`config.mk`:
```
export PLATFORM = sky130hd
export DESIGN_NAME = cpu_sequencer
export DESIGN_NICKNAME = d
export VERILOG_FILES = /design/src/rtl/cpu_pkg.sv /design/src/rtl/cpu_decode.sv /design/src/rtl/cpu_sequencer.sv
export SDC_FILE = /design/constraint.sdc
export NUM_CORES = 1
export LEC_CHECK = 0
export CORE_MARGIN = 2
export CORE_UTILIZATION = 40
export CTS_BUF_LIST = sky130_fd_sc_hd__clkbuf_2
export CTS_CLUSTER_DIAMETER = 30
export CTS_CLUSTER_SIZE = 14
export DETAILED_ROUTE_END_ITERATION = 12
export PLACE_DENSITY = 0.77
export RECOVER_POWER = 25
export SETUP_SLACK_MARGIN = 0.05
export SKIP_CTS_REPAIR_TIMING = 1
export SLEW_MARGIN = 20
export SYNTH_ARGS = -nofsm -noshare
export SYNTH_HDL_FRONTEND = slang
export SYNTH_SLANG_ARGS = --single-unit
```
`constraint.sdc`:
```
create_clock -name clk -period 1.59 [get_ports clk]
set_input_delay 0.2385 -clock clk [delete_from_list [all_inputs] [get_ports clk]]
set_output_delay 0.2385 -clock clk [all_outputs]
set_load 0.005 [all_outputs]
```
`src/rtl/cpu_pkg.sv`:
```
// Shared definitions for the 4-bit CPU: opcodes, ALU operand selects, sequencer states.
package cpu_pkg;

  localparam logic [3:0] OP_ADD_A  = 4'h0;
  localparam logic [3:0] OP_MOV_AB = 4'h1;
  localparam logic [3:0] OP_IN_A   = 4'h2;
  localparam logic [3:0] OP_MOV_AI = 4'h3;
  localparam logic [3:0] OP_MOV_BA = 4'h4;
  localparam logic [3:0] OP_ADD_B  = 4'h5;
  localparam logic [3:0] OP_IN_B   = 4'h6;
  localparam logic [3:0] OP_MOV_BI = 4'h7;
  localparam logic [3:0] OP_OUT_B  = 4'h9;
  localparam logic [3:0] OP_OUT_I  = 4'hB;
  localparam logic [3:0] OP_JNC    = 4'hE;
  localparam logic [3:0] OP_JMP    = 4'hF;

  localparam logic [1:0] SEL_A    = 2'b00;
  localparam logic [1:0] SEL_B    = 2'b01;
  localparam logic [1:0] SEL_IN   = 2'b10;
  localparam logic [1:0] SEL_ZERO = 2'b11;

  typedef enum logic [1:0] {IDLE, FETCH, EXEC} state_t;

endpackage

```
`src/rtl/cpu_decode.sv`:
```
// Combinational opcode decoder: opcode plus current carry flag to datapath controls.
module cpu_decode
  import cpu_pkg::*;
(
  input  logic [3:0] op,
  input  logic       c_flag,
  output logic [1:0] sel,
  output logic       ld_a,
  output logic       ld_b,
  output logic       ld_out,
  output logic       pc_inc,
  output logic       pc_load,
  output logic       illegal,
  output logic       is_add
);

  always_comb begin
    sel     = SEL_A;
    ld_a    = 1'b0;
    ld_b    = 1'b0;
    ld_out  = 1'b0;
    pc_inc  = 1'b0;
    pc_load = 1'b0;
    illegal = 1'b0;
    is_add  = 1'b0;
    case (op)
      OP_ADD_A:  begin sel = SEL_A;    ld_a   = 1'b1; pc_inc = 1'b1; is_add = 1'b1; end
      OP_MOV_AB: begin sel = SEL_B;    ld_a   = 1'b1; pc_inc = 1'b1; end
      OP_IN_A:   begin sel = SEL_IN;   ld_a   = 1'b1; pc_inc = 1'b1; end
      OP_MOV_AI: begin sel = SEL_ZERO; ld_a   = 1'b1; pc_inc = 1'b1; end
      OP_MOV_BA: begin sel = SEL_A;    ld_b   = 1'b1; pc_inc = 1'b1; end
      OP_ADD_B:  begin sel = SEL_B;    ld_b   = 1'b1; pc_inc = 1'b1; is_add = 1'b1; end
      OP_IN_B:   begin sel = SEL_IN;   ld_b   = 1'b1; pc_inc = 1'b1; end
      OP_MOV_BI: begin sel = SEL_ZERO; ld_b   = 1'b1; pc_inc = 1'b1; end
      OP_OUT_B:  begin sel = SEL_B;    ld_out = 1'b1; pc_inc = 1'b1; end
      OP_OUT_I:  begin sel = SEL_ZERO; ld_out = 1'b1; pc_inc = 1'b1; end
      // Jump taken only when the carry from the previous instruction is clear
      OP_JNC: begin
        sel     = SEL_ZERO;
        pc_load = ~c_flag;
        pc_inc  = c_flag;
      end
      OP_JMP:    begin sel = SEL_ZERO; pc_load = 1'b1; end
      default:   begin pc_inc = 1'b1; illegal = 1'b1; end
    endcase
  end

endmodule

```
`src/rtl/cpu_sequencer.sv`:
```
// Fetch/execute controller: ROM handshake, instruction register, carry flag, EXEC-gated controls.
module cpu_sequencer
  import cpu_pkg::*;
#(
  parameter int unsigned IW = 8,
  parameter int unsigned AW = 4
) (
  input  logic          clk,
  input  logic          rst,
  input  logic          run,
  output logic          rom_req,
  input  logic          rom_ack,
  input  logic [IW-1:0] rom_data,
  input  logic          alu_carry,
  output logic          pc_inc,
  output logic          pc_load,
  output logic [AW-1:0] pc_data,
  output logic [1:0]    sel,
  output logic [3:0]    imm,
  output logic          ld_a,
  output logic          ld_b,
  output logic          ld_out,
  output logic          c_flag,
  output logic          busy,
  output logic          illegal
);

  state_t        state, state_d;
  logic [IW-1:0] ir;
  logic          exec;

  logic [1:0] d_sel;
  logic       d_ld_a, d_ld_b, d_ld_out, d_pc_inc, d_pc_load, d_illegal, d_is_add;

  cpu_decode u_decode (
    .op      (ir[IW-1:IW-4]),
    .c_flag  (c_flag),
    .sel     (d_sel),
    .ld_a    (d_ld_a),
    .ld_b    (d_ld_b),
    .ld_out  (d_ld_out),
    .pc_inc  (d_pc_inc),
    .pc_load (d_pc_load),
    .illegal (d_illegal),
    .is_add  (d_is_add)
  );

  always_ff @(posedge clk or posedge rst) begin
    if (rst) begin
      state  <= IDLE;
      ir     <= '0;
      c_flag <= 1'b0;
    end else begin
      state <= state_d;
      if (state == FETCH && rom_ack)
        ir <= rom_data;
      if (state == EXEC)
        c_flag <= d_is_add ? alu_carry : 1'b0;
    end
  end

  always_comb begin
    state_d = state;
    case (state)
      IDLE:    if (run) state_d = FETCH;
      FETCH:   if (rom_ack) state_d = EXEC;
      EXEC:    state_d = run ? FETCH : IDLE;
      default: state_d = IDLE;
    endcase
  end

  // Controls come straight from the registered state, so an async reset silences them at once
  assign exec    = (state == EXEC);
  assign rom_req = (state == FETCH);
  assign busy    = (state != IDLE);
  assign sel     = exec ? d_sel : SEL_A;
  assign ld_a    = exec & d_ld_a;
  assign ld_b    = exec & d_ld_b;
  assign ld_out  = exec & d_ld_out;
  assign pc_inc  = exec & d_pc_inc;
  assign pc_load = exec & d_pc_load;
  assign illegal = exec & d_illegal;
  assign imm     = ir[3:0];
  assign pc_data = ir[AW-1:0];

endmodule

```
## After elaboration in Yosys (flattened, before gate mapping)

Cells that the tools add are included.

- Logic and storage cells: 52
- Bits of input ports: 13
- Register bits: 11

- Reductions and logical operators: 13
- Bitwise operators: 7
- Muxes and demuxes: 14
- Equality and inequality tests: 15

Operators by type and width:

| kind | count |
|---|---|
| $eq 4x3->1 const B | 4 |
| $eq 4x4->1 const B | 4 |
| $pmux 2 s3 | 2 |
| $reduce_or 12->1 | 1 |
| $eq 4x2->1 const B | 2 |
| $reduce_or 4->1 | 2 |
| $mux 1 | 7 |
| $and 1x1->1 | 6 |
| $mux 2 | 3 |
| $reduce_or 2->1 | 3 |
| $reduce_or 5->1 | 1 |
| $eq 4x1->1 const B | 1 |
| $logic_not 4->1 | 1 |
| $pmux 1 s2 | 2 |
| $reduce_or 3->1 | 1 |
| $eq 2x1->1 const B | 1 |
| $eq 2x2->1 const B | 1 |
| $logic_not 2->1 | 1 |
| $ne 2x1->1 const B | 1 |
| $ne 2x2->1 const B | 1 |
| $reduce_and 2->1 | 1 |
| $reduce_bool 2->1 | 1 |
| $logic_and 1x1->1 | 1 |
| $not 1->1 | 1 |

## Logic depth before layout (Yosys ltp)

Gate-level depths: netlist of run 1.

- Depth after elaboration: 4
- Gate-level depth with buffers: 3
- Depth with buffers taken out: 2

## By module

Synthesis of run 1 repeated with hierarchy kept, for this count alone.

- Cell total of the unflattened synthesis: 64
- Area, all modules: 663.1 sq um

Modules (own cells, without submodules):

| module | times used | area each (sq um) | cells an instance |
|---|---|---|---|
| cpu_sequencer | 1 | 558.0 | 47 |
| cpu_decode | 1 | 105.1 | 17 |

## Worst setup path after synthesis of run 1

OpenSTA, ideal clock, no wires.

- Path type: register to output
- Start point: reg state[0]
- End point: out illegal
- Stages on the path, launching flop included: 4
- Data arrival time: 1.023 ns
- Path buffers: 1
- Slack: 0.329 ns
- Cells stage by stage: dfrtp_1 -> nand2b_1 -> buf_6 -> a2111oi_4

- Word-level cells in the longest chain between the ends: 2

RTL lines:

| what | line | source |
|---|---|---|
| from (decl) | cpu_sequencer.sv:28 | `state_t state, state_d;` |
| from (signal assigned) | cpu_sequencer.sv:54 | `state <= state_d;` |
| $eq 2x2->1 | cpu_sequencer.sv:73 | `assign exec = (state == EXEC);` |
| $and 1x1->1 | cpu_sequencer.sv:82 | `assign illegal = exec & d_illegal;` |
| to (decl) | cpu_sequencer.sv:25 | `output logic illegal` |

Every way passes these cells.

## Worst setup path after layout of run 1

- Start point: reg state[0]
- End point: out pc_load

- Word-level cells in the longest chain between the ends: 2

RTL lines:

| what | line | source |
|---|---|---|
| $eq 2x2->1 | cpu_sequencer.sv:73 |  |
| $and 1x1->1 | cpu_sequencer.sv:81 | `assign pc_load = exec & d_pc_load;` |
| to (decl) | cpu_sequencer.sv:16 | `output logic pc_load,` |

Every way passes these cells.

==> results of run 1 <==
path summary, 6_finish.rpt:
path                                 to  cells past startpoint
worst min-delay path              ir[1]                      2
min in group clk                  ir[3]                      1
max in group asynchronous         ir[7]                      2
worst max register to register    ir[7]                      3
worst max-delay path            pc_load                      5
worst min register to register    ir[3]                      1
layout make-up:
| type | instances | area (um2) |
|---|---|---|
| inverters | 4 | 15.0 |
| clock buffers | 4 | 20.0 |
| repair buffers | 45 | 410 |
| well taps | 16 | 20.0 |
| multi-input cells | 30 | 333 |
| flip-flops and latches | 11 | 279 |
| fillers | 112 | 429 |
registers in the layout (all words and copies together) (netlist names):
name / count
ir: 8
state: 2
c_flag: 1
layout by cell type (no fill, tap or decap), types with 2 or more instances in the layout:
cell and n:
dlymetal6s2s_1 3, buf_4 8, clkbuf_2 6, inv_1 4, dfrtp_1 8, nor2b_4 2, buf_6 6, mux2_2 9
dfrtp_2 3, buf_2 5, nor3b_2 2, clkdlybuf4s50_1 20, nor2_1 2
metrics by stage:
step | instances | total power, mW | hold WS [ns] | setup TNS (ns)
after global placement | 100 | 0.895 | 0.492 | -0.624
after floorplan | 55 | 0.702 | 0.0909 | 0
after global routing | 110 | 1.23 | 0.402 | -0.626
final | 110 | 1.14 | 0.398 | -0.202
after CTS | 104 | 1.06 | 0.254 | -3.54
after detailed placement | 100 | 0.902 | 0.514 | -0.824
layer usage:
metal / vias to the layer above / GRT usage, % / wire length, um
met2: 15 / 22.9 / 826
met1: 264 / 15.5 / 529
met5: - / 0 / 0
met4: 0 / 3.64 / 0
li1: 261 / - / -
met3: 0 / 6.12 / 73
worst max-delay path: stages, from the launching register on:
cell            delay (ns)
dfrtp_1               0.39
nand2b_4              0.16
buf_4                 0.15
buf_4                 0.13
nor3_1                0.20
dlymetal6s2s_1        0.16
power by group through the flow:
stage | clock network, mW | registers, mW | logic (mW)
detailed placement | 0 | 0.432 | 0.470
global placement | 0 | 0.429 | 0.466
global route | 0.186 | 0.451 | 0.591
CTS | 0.162 | 0.427 | 0.471
finish | 0.151 | 0.439 | 0.550
floorplan | 0 | 0.412 | 0.290
cell families (layout without fill, tap and decap cells):
logic type	after synthesis	count (layout)	share of synthesized area [%]
compound gates	6	6	10.8
flops	11	11	42.5
mux	9	9	15.6
buf+inv	14	53	14.1
simple gates	14	14	15.6
xor+xnor	1	1	1.35
==> impl_metrics.py, run 1 <==
metrics = {
    "die": {
        "fp.coreArea_um2": 1510,
        "start_util_pct": 43.0,
        "die_w_um": 44.3,
        "dieArea_um2": 1960,
        "ioPinCount": 32,
        "rows": 14,
        "die_y_um": 44.3,
    },
    "global_route": {
        "grt_overflow_total": 0,
        "antenna_found_initial": 0,
        "grt_pass1_wl_um": 1930,
        "grt_max_degree": 12,
        "track_usage_pct": 13.6,
        "grt_pass1_vias": 480,
    },
    "place": {
        "place.port_buffers": 31,
        "hpwl_um": 967,
        "postPlaceCellArea_um2": 962,
        "place.gp.congestion": 0.808,
        "place_ws_ns": -0.231,
    },
    "final_layout": {
        "finalInstanceArea_um2": 1080,
        "fin_util_pct": 71.5,
        "area_growth_pct": 66.2,
        "layout.nets": 108,
        "diodes": 0,
        "drive_above_1_share_pct": 55.3,
    },
    "synth": {
        "netlist_top_cells_area": "dfrtp_1 (42%), mux2_2 (16%), buf_4 (9.3%), a2111oi_4 (4.2%), nand3b_4 (3.1%)",
        "synth_area_per_cell_um2": 11.8,
        "synth-edff-count": 0,
        "synth_cells": 55,
        "synthTopCellsByCount": "dfrtp_1 (11), mux2_2 (9), buf_4 (8)",
        "ys_warn_count": 0,
        "synth.top_cell.area_share_pct": 42.5,
        "yosysUniqueCellTypes": 22,
        "ys_seq_area_share_pct": 42.5,
        "synthesis.nets": 68,
        "synth_top_area_cell": "dfrtp_1",
        "ys.flop_type": "dfrtp_1",
        "yosysMostFrequentCell": "dfrtp_1",
        "synth-seq-cells": 11,
        "async_flop_share_pct": 100,
        "synth_area_um2": 648,
    },
    "sta": {
        "fmax_mhz": 597,
        "fin_crit_sh_pct": 105,
        "fin_worst_skew_ns": 0.00722,
        "rsz0062_at_grt": "yes",
        "slew_headroom_pct": 72.8,
        "worstMarginPinSlew_ns": 0.407,
        "drv_slew": 0,
        "hold_viol_final": 0,
        "setup_slack_ns": -0.0841,
        "finalSetupViolations": 4,
        "post-route-min-period_ns": 1.67,
    },
    "clocking": {
        "clk_path_buf_depth": 2,
        "path_clk_slew_ns": 0.10,
        "cts_buffers": 3,
        "cts-root-buf": "clkbuf_2",
        "htreeDepth": 1,
        "clk-insertion-delay-late_ns": 0.25,
        "cts_tree": "yes",
        "cts.sinks": 11,
    },
    "worst_setup_path": {
        "endpoint_kind": "output pin",
        "rr_startpoint": "state[1]",
        "cp_max_fo": 3,
        "arrival_ns": 1.44,
        "crit_path_start": "state[0]",
        "ff2ff_setup_slack_ns": 0.39,
        "required_ns": 1.35,
        "critical_path_class": "flip-flop to output pin",
        "startpoint_type": "flip-flop",
    },
    "detailed_routing": {
        "ant_nets": 0,
        "drt-pass1-iter-count": 4,
        "wl_um": 1430,
        "num_vias": 540,
        "drt_iter0_markers": 9,
        "routedWlPerCell_um": 13.0,
        "vias_per_cell": 4.91,
        "drc": 0,
    },
    "pwr": {
        "switching_share_pct": 30.9,
        "clockPowerShare_pct": 13.3,
        "sequentialPowerShare_pct": 38.5,
        "p_switching_mw": 0.352,
        "ir_worst_vdd_uv": 792,
        "cellLeakagePower_nw": 0.528,
        "p_int_mw": 0.788,
        "powerDensity_nw_per_um2": 1060,
        "pwr-share-comb_pct": 48.3,
    },
    "run": {
        "maxCapViolCount": 0,
    },
    "outcome": {
        "run_status": "finished, violations left",
        "violations": "negative setup slack",
    },
    "min_path": {
        "hold_path.class": "input pin to async pin",
    },
}
(Power assumes the default switching activity.)
==> run 2, diff against run 1 <==
--- a/config.mk
+++ b/config.mk
@@ -5,7 +5,7 @@
 export SDC_FILE = /design/constraint.sdc
 export NUM_CORES = 1
 export LEC_CHECK = 0
-export CORE_MARGIN = 2
+export CORE_MARGIN = 10
 export CORE_UTILIZATION = 40
 export CTS_BUF_LIST = sky130_fd_sc_hd__clkbuf_2
 export CTS_CLUSTER_DIAMETER = 30
==> run 2 against run 1 <==
The run still ends with negative setup slack left. Worst setup slack gained 0.063 ns. Clock power barely moved. Sequential cell count unchanged. Critical endpoint is now illegal.
==> impl_metrics.py, run 2 (same netlist as run 1, synthesis figures left out) <==
metrics = {
    "outcome": {
        "run_status": "finished, violations left",
        "violations": "negative setup slack",
    },
    "detailed_routing": {
        "drc": 0,
        "drt-pass1-iter-count": 4,
        "ant_nets": 0,
        "routedWlPerCell_um": 17.1,
        "drt_iter0_markers": 11,
        "num_vias": 523,
        "vias_per_cell": 4.75,
        "wl_um": 1880,
    },
    "die": {
        "rows": 14,
        "dieArea_um2": 3630,
        "die_y_um": 60.3,
        "ioPinCount": 32,
        "fp.coreArea_um2": 1520,
        "start_util_pct": 42.5,
        "die_w_um": 60.3,
    },
    "final_layout": {
        "layout.nets": 108,
        "top_regs": "ir: 8 flops, state: 2 flops, c_flag: 1 flops",
        "largest_reg_flops": 8,
        "fill_cells": 106,
        "multi_input_area_um2": 353,
        "top_register": "ir",
        "area_growth_pct": 73.0,
        "diodes": 0,
        "seq_area_um2": 277,
        "drive_above_1_share_pct": 52.1,
        "final_cell_mix": "clkdlybuf4s50_1 (20), dfrtp_1 (10), mux2_2 (9), buf_4 (9)",
        "layoutNonFillerInstCount": 110,
        "fin_util_pct": 73.6,
        "layout_commonest_cell": "clkdlybuf4s50_1",
    },
    "global_route": {
        "antenna_found_initial": 0,
        "track_usage_pct": 8.67,
        "grt_pass1_wl_um": 2390,
        "grt_overflow_total": 0,
        "grt_pass1_vias": 508,
        "grt_max_degree": 12,
    },
    "sta": {
        "finalSetupViolations": 2,
        "fmax_mhz": 621,
        "slew_headroom_pct": 72.7,
        "hold-worst-slack_ns": 0.403,
        "rsz0062_at_grt": "yes",
        "fin_worst_skew_ns": 0.0102,
        "worstMarginPinSlew_ns": 0.409,
        "post-route-min-period_ns": 1.61,
        "hold_viol_final": 0,
        "drv_slew": 0,
        "fin_crit_sh_pct": 101,
        "setup_slack_ns": -0.0214,
    },
    "pwr": {
        "cellLeakagePower_nw": 0.565,
        "ir_worst_vdd_uv": 787,
        "powerDensity_nw_per_um2": 1100,
        "finalPower_mw": 1.24,
    },
    "worst_setup_path": {
        "crit_top_cell": "buf_6",
        "critical_path_class": "flip-flop to output pin",
        "endpoint_kind": "output pin",
        "startpoint_type": "flip-flop",
        "required_ns": 1.35,
        "worstPathCellList": "buf_6 > buf_6 > a2111oi_4 > buf_2",
        "arrival_ns": 1.37,
        "cp_max_fo": 5,
        "critPathSlowestCell": "dfrtp_1",
        "max_stage_delay_ns": 0.43,
    },
    "clocking": {
        "clk_path_buf_depth": 2,
        "path_clk_slew_ns": 0.11,
        "cts_buffers": 3,
        "cts.sinks": 11,
        "cts-root-buf": "clkbuf_2",
        "htreeDepth": 1,
        "clk-insertion-delay-late_ns": 0.24,
        "cts_tree": "yes",
    },
    "place": {
        "place.gp.congestion": 0.704,
        "hpwl_um": 1300,
        "dp.cells": 99,
        "place.port_buffers": 31,
    },
    "min_path": {
        "hold_path.class": "input pin to async pin",
    },
    "run": {
        "maxCapViolCount": 0,
    },
}
run 2: cell types whose count changed in the layout (fill, tap and decap cells not counted), moves of 2 or more:
cell and delta:
dlymetal6s2s_1 +2, dfrtp_1 +2, clkbuf_2 -2, dfrtp_2 -2
run 2: worst max-delay path: cells and delay by family, from the launching register on:
family,cells,cell delay (ns)
AOI/OAI and AO/OA,1,0.27
DFF,1,0.43
buffers and inverters,3,0.43
run 2: path summary, 6_finish.rpt:
kind,start,end,slack [ns],cells past startpoint
worst min register to register,ir[3],ir[3],0.54,1
max in group asynchronous,rst,ir[7],0.88,2
worst max register to register,ir[6],c_flag,0.25,5
worst max-delay path,ir[6],illegal,-0.02,4
worst min-delay path,rst,ir[4],0.40,2
min in group clk,ir[3],ir[3],0.54,1
run 2: stage by stage:
stage,worst slack [ns],cell area (um2),TNS [ns]
CTS,-0.550,975,-3.59
detailed placement,-0.254,955,-0.963
global route,-0.106,1120,-0.314
finish,-0.0214,1120,-0.0295
floorplan,0.329,648,0
global placement,-0.190,955,-0.622
run 2: layer usage:
| layer | share of wire (%) | track usage, % |
|---|---|---|
| met1 | 36 | 7.62 |
| met2 | 56 | 16.0 |
| met3 | 7.1 | 4.87 |
| met4 | 0.53 | 2.88 |
| met5 | 0 | 0 |
run 2: power by group:
group          switching (mW)  total, mW  internal (mW)
combinational           0.238      0.664          0.426
clock                  0.0834      0.150         0.0668
sequential             0.0720      0.424          0.352
total                   0.394       1.24          0.844
run 2: cell type report:
type,instances,share of cell area [%]
clock buffers,4,1.79
inverters,4,1.34
multi-input cells,30,31.5
flip-flops and latches,11,24.7
well taps,16,1.79
repair buffers,45,39.0
==> run 3, diff against run 2 <==
--- a/config.mk
+++ b/config.mk
@@ -5,12 +5,12 @@
 export SDC_FILE = /design/constraint.sdc
 export NUM_CORES = 1
 export LEC_CHECK = 0
-export CORE_MARGIN = 10
 export CORE_UTILIZATION = 40
 export CTS_BUF_LIST = sky130_fd_sc_hd__clkbuf_2
 export CTS_CLUSTER_DIAMETER = 30
 export CTS_CLUSTER_SIZE = 14
 export DETAILED_ROUTE_END_ITERATION = 12
+export HOLD_SLACK_MARGIN = 0.05
 export PLACE_DENSITY = 0.77
 export RECOVER_POWER = 25
 export SETUP_SLACK_MARGIN = 0.05
==> run 3 against run 2 <==
The flow now finishes without violations. Sequential share of layout area is 1.8 points higher. Power is 9.0% lower. Sequential cell count stayed put. Global-route usage is 7.0 points higher. Die area is 51% lower. Critical path depth stayed put. Clock skew is 0.0017 ns lower. Core utilization is 3.5 points lower. First-iteration DRC count is 45% lower. Combinational power is 20% lower. Critical path type unchanged. Highest routed layer unchanged.
==> impl_metrics.py, run 3 (same netlist as run 1, synthesis figures left out) <==
metrics = {
    "die": {
        "dieArea_um2": 1790,
        "rows": 14,
        "start_util_pct": 43.0,
        "fp.coreArea_um2": 1510,
        "ioPinCount": 32,
        "die_y_um": 42.3,
        "die_w_um": 42.3,
    },
    "clocking": {
        "cts_tree": "yes",
        "cts-root-buf": "clkbuf_2",
        "clk-insertion-delay-late_ns": 0.27,
        "path_clk_slew_ns": 0.12,
        "cts_buffers": 3,
        "cts.sinks": 11,
        "htreeDepth": 1,
        "clk_path_buf_depth": 2,
    },
    "worst_setup_path": {
        "critical_path_class": "flip-flop to output pin",
        "cp_max_fo": 3,
        "ff2ff_setup_slack_ns": 0.43,
        "endpoint_kind": "output pin",
        "arrival_ns": 1.34,
        "startpoint_type": "flip-flop",
        "required_ns": 1.35,
    },
    "sta": {
        "post-route-min-period_ns": 1.58,
        "fin_worst_skew_ns": 0.00846,
        "slew_headroom_pct": 71.5,
        "drv_slew": 0,
        "hold_viol_final": 0,
        "rsz0062_at_grt": "yes",
        "fmax_mhz": 635,
        "worstMarginPinSlew_ns": 0.426,
        "fin_crit_sh_pct": 99.1,
        "finalSetupViolations": 0,
    },
    "final_layout": {
        "top_register": "ir",
        "drive_above_1_share_pct": 47.8,
        "layout.nets": 106,
        "fin_util_pct": 70.0,
        "finalInstanceArea_um2": 1050,
        "top_regs": "ir: 8 flops, state: 2 flops, c_flag: 1 flops",
        "area_growth_pct": 62.7,
        "diodes": 0,
        "largest_reg_flops": 8,
        "layout_commonest_cell": "clkdlybuf4s50_1",
        "final_cell_mix": "clkdlybuf4s50_1 (20), mux2_2 (9), buf_4 (9)",
    },
    "detailed_routing": {
        "ant_nets": 0,
        "routedWlPerCell_um": 12.7,
        "drt_iter0_markers": 6,
        "drc": 0,
        "drt-pass1-iter-count": 6,
        "vias_per_cell": 4.83,
        "num_vias": 522,
        "wl_um": 1380,
    },
    "run": {
        "maxCapViolCount": 0,
    },
    "global_route": {
        "grt_pass1_wl_um": 2010,
        "grt_max_degree": 12,
        "grt_pass1_vias": 470,
        "track_usage_pct": 15.7,
        "grt_overflow_total": 0,
        "antenna_found_initial": 0,
    },
    "outcome": {
        "run_status": "finished clean",
    },
    "pwr": {
        "cellLeakagePower_nw": 0.539,
        "powerDensity_nw_per_um2": 1070,
        "ir_worst_vdd_uv": 752,
    },
    "place": {
        "place.port_buffers": 31,
        "postPlaceCellArea_um2": 962,
        "place.gp.congestion": 0.844,
        "hpwl_um": 1000,
    },
    "min_path": {
        "hold_path.class": "input pin to async pin",
    },
}
==> run 3: path summary, 6_finish.rpt <==
kind | from | end | cells after the start
max | ir[4] | illegal | 4
min | rst | ir[3] | 2
max reg2reg | state[1] | ir[2] | 3
min reg2reg | ir[0] | ir[0] | 1
max in group asynchronous | rst | ir[7] | 2
min in group clk | ir[0] | ir[0] | 1
==> run 3: final cells by class <==
cell class	instances	area, um2
fillers	123	452
clock buffers	3	15.0
clock inverters	1	5.00
inverters	4	15.0
flip-flops and latches	11	279
multi-input cells	30	315
well taps	16	20.0
repair buffers	43	405
==> run 3: power by group <==
group	leakage (nW)	total (mW)	internal (mW)	switching, mW
Combinational	0.393	0.531	0.364	0.168
Sequential	0.130	0.437	0.355	0.0819
Clock	0.0164	0.159	0.0569	0.102
==> run 3: through the flow <==
stage | power [mW] | setup TNS [ns] | setup slack [ns] | instances | hold WS, ns
floorplan | 0.702 | 0 | 0.329 | 55 | 0.0909
global placement | 0.893 | -0.576 | -0.112 | 100 | 0.511
detailed placement | 0.902 | -0.700 | -0.142 | 100 | 0.519
CTS | 1.06 | -3.52 | -0.464 | 104 | 0.262
global route | 1.20 | -0.160 | -0.0817 | 108 | 0.443
finish | 1.13 | 0 | 0.0148 | 108 | 0.388
==> run 3: critical path, cell delays in order, from the launching register on <==
cell and delay (ns):
dfrtp_1 0.43, buf_6 0.13, nor2b_4 0.12, a2111oi_4 0.25
buf_2 0.16
==> run 3: layer usage <==
metal / share of wire [%] / GRT usage [%] / wire length, um / vias up
li1: - / - / - / 259
met3: 4.3 / 6.47 / 59 / 2
met2: 52 / 24.9 / 716 / 15
met5: 0 / 0 / 0 / -
met4: 1.4 / 7.50 / 19 / 0
met1: 42 / 18.2 / 582 / 246
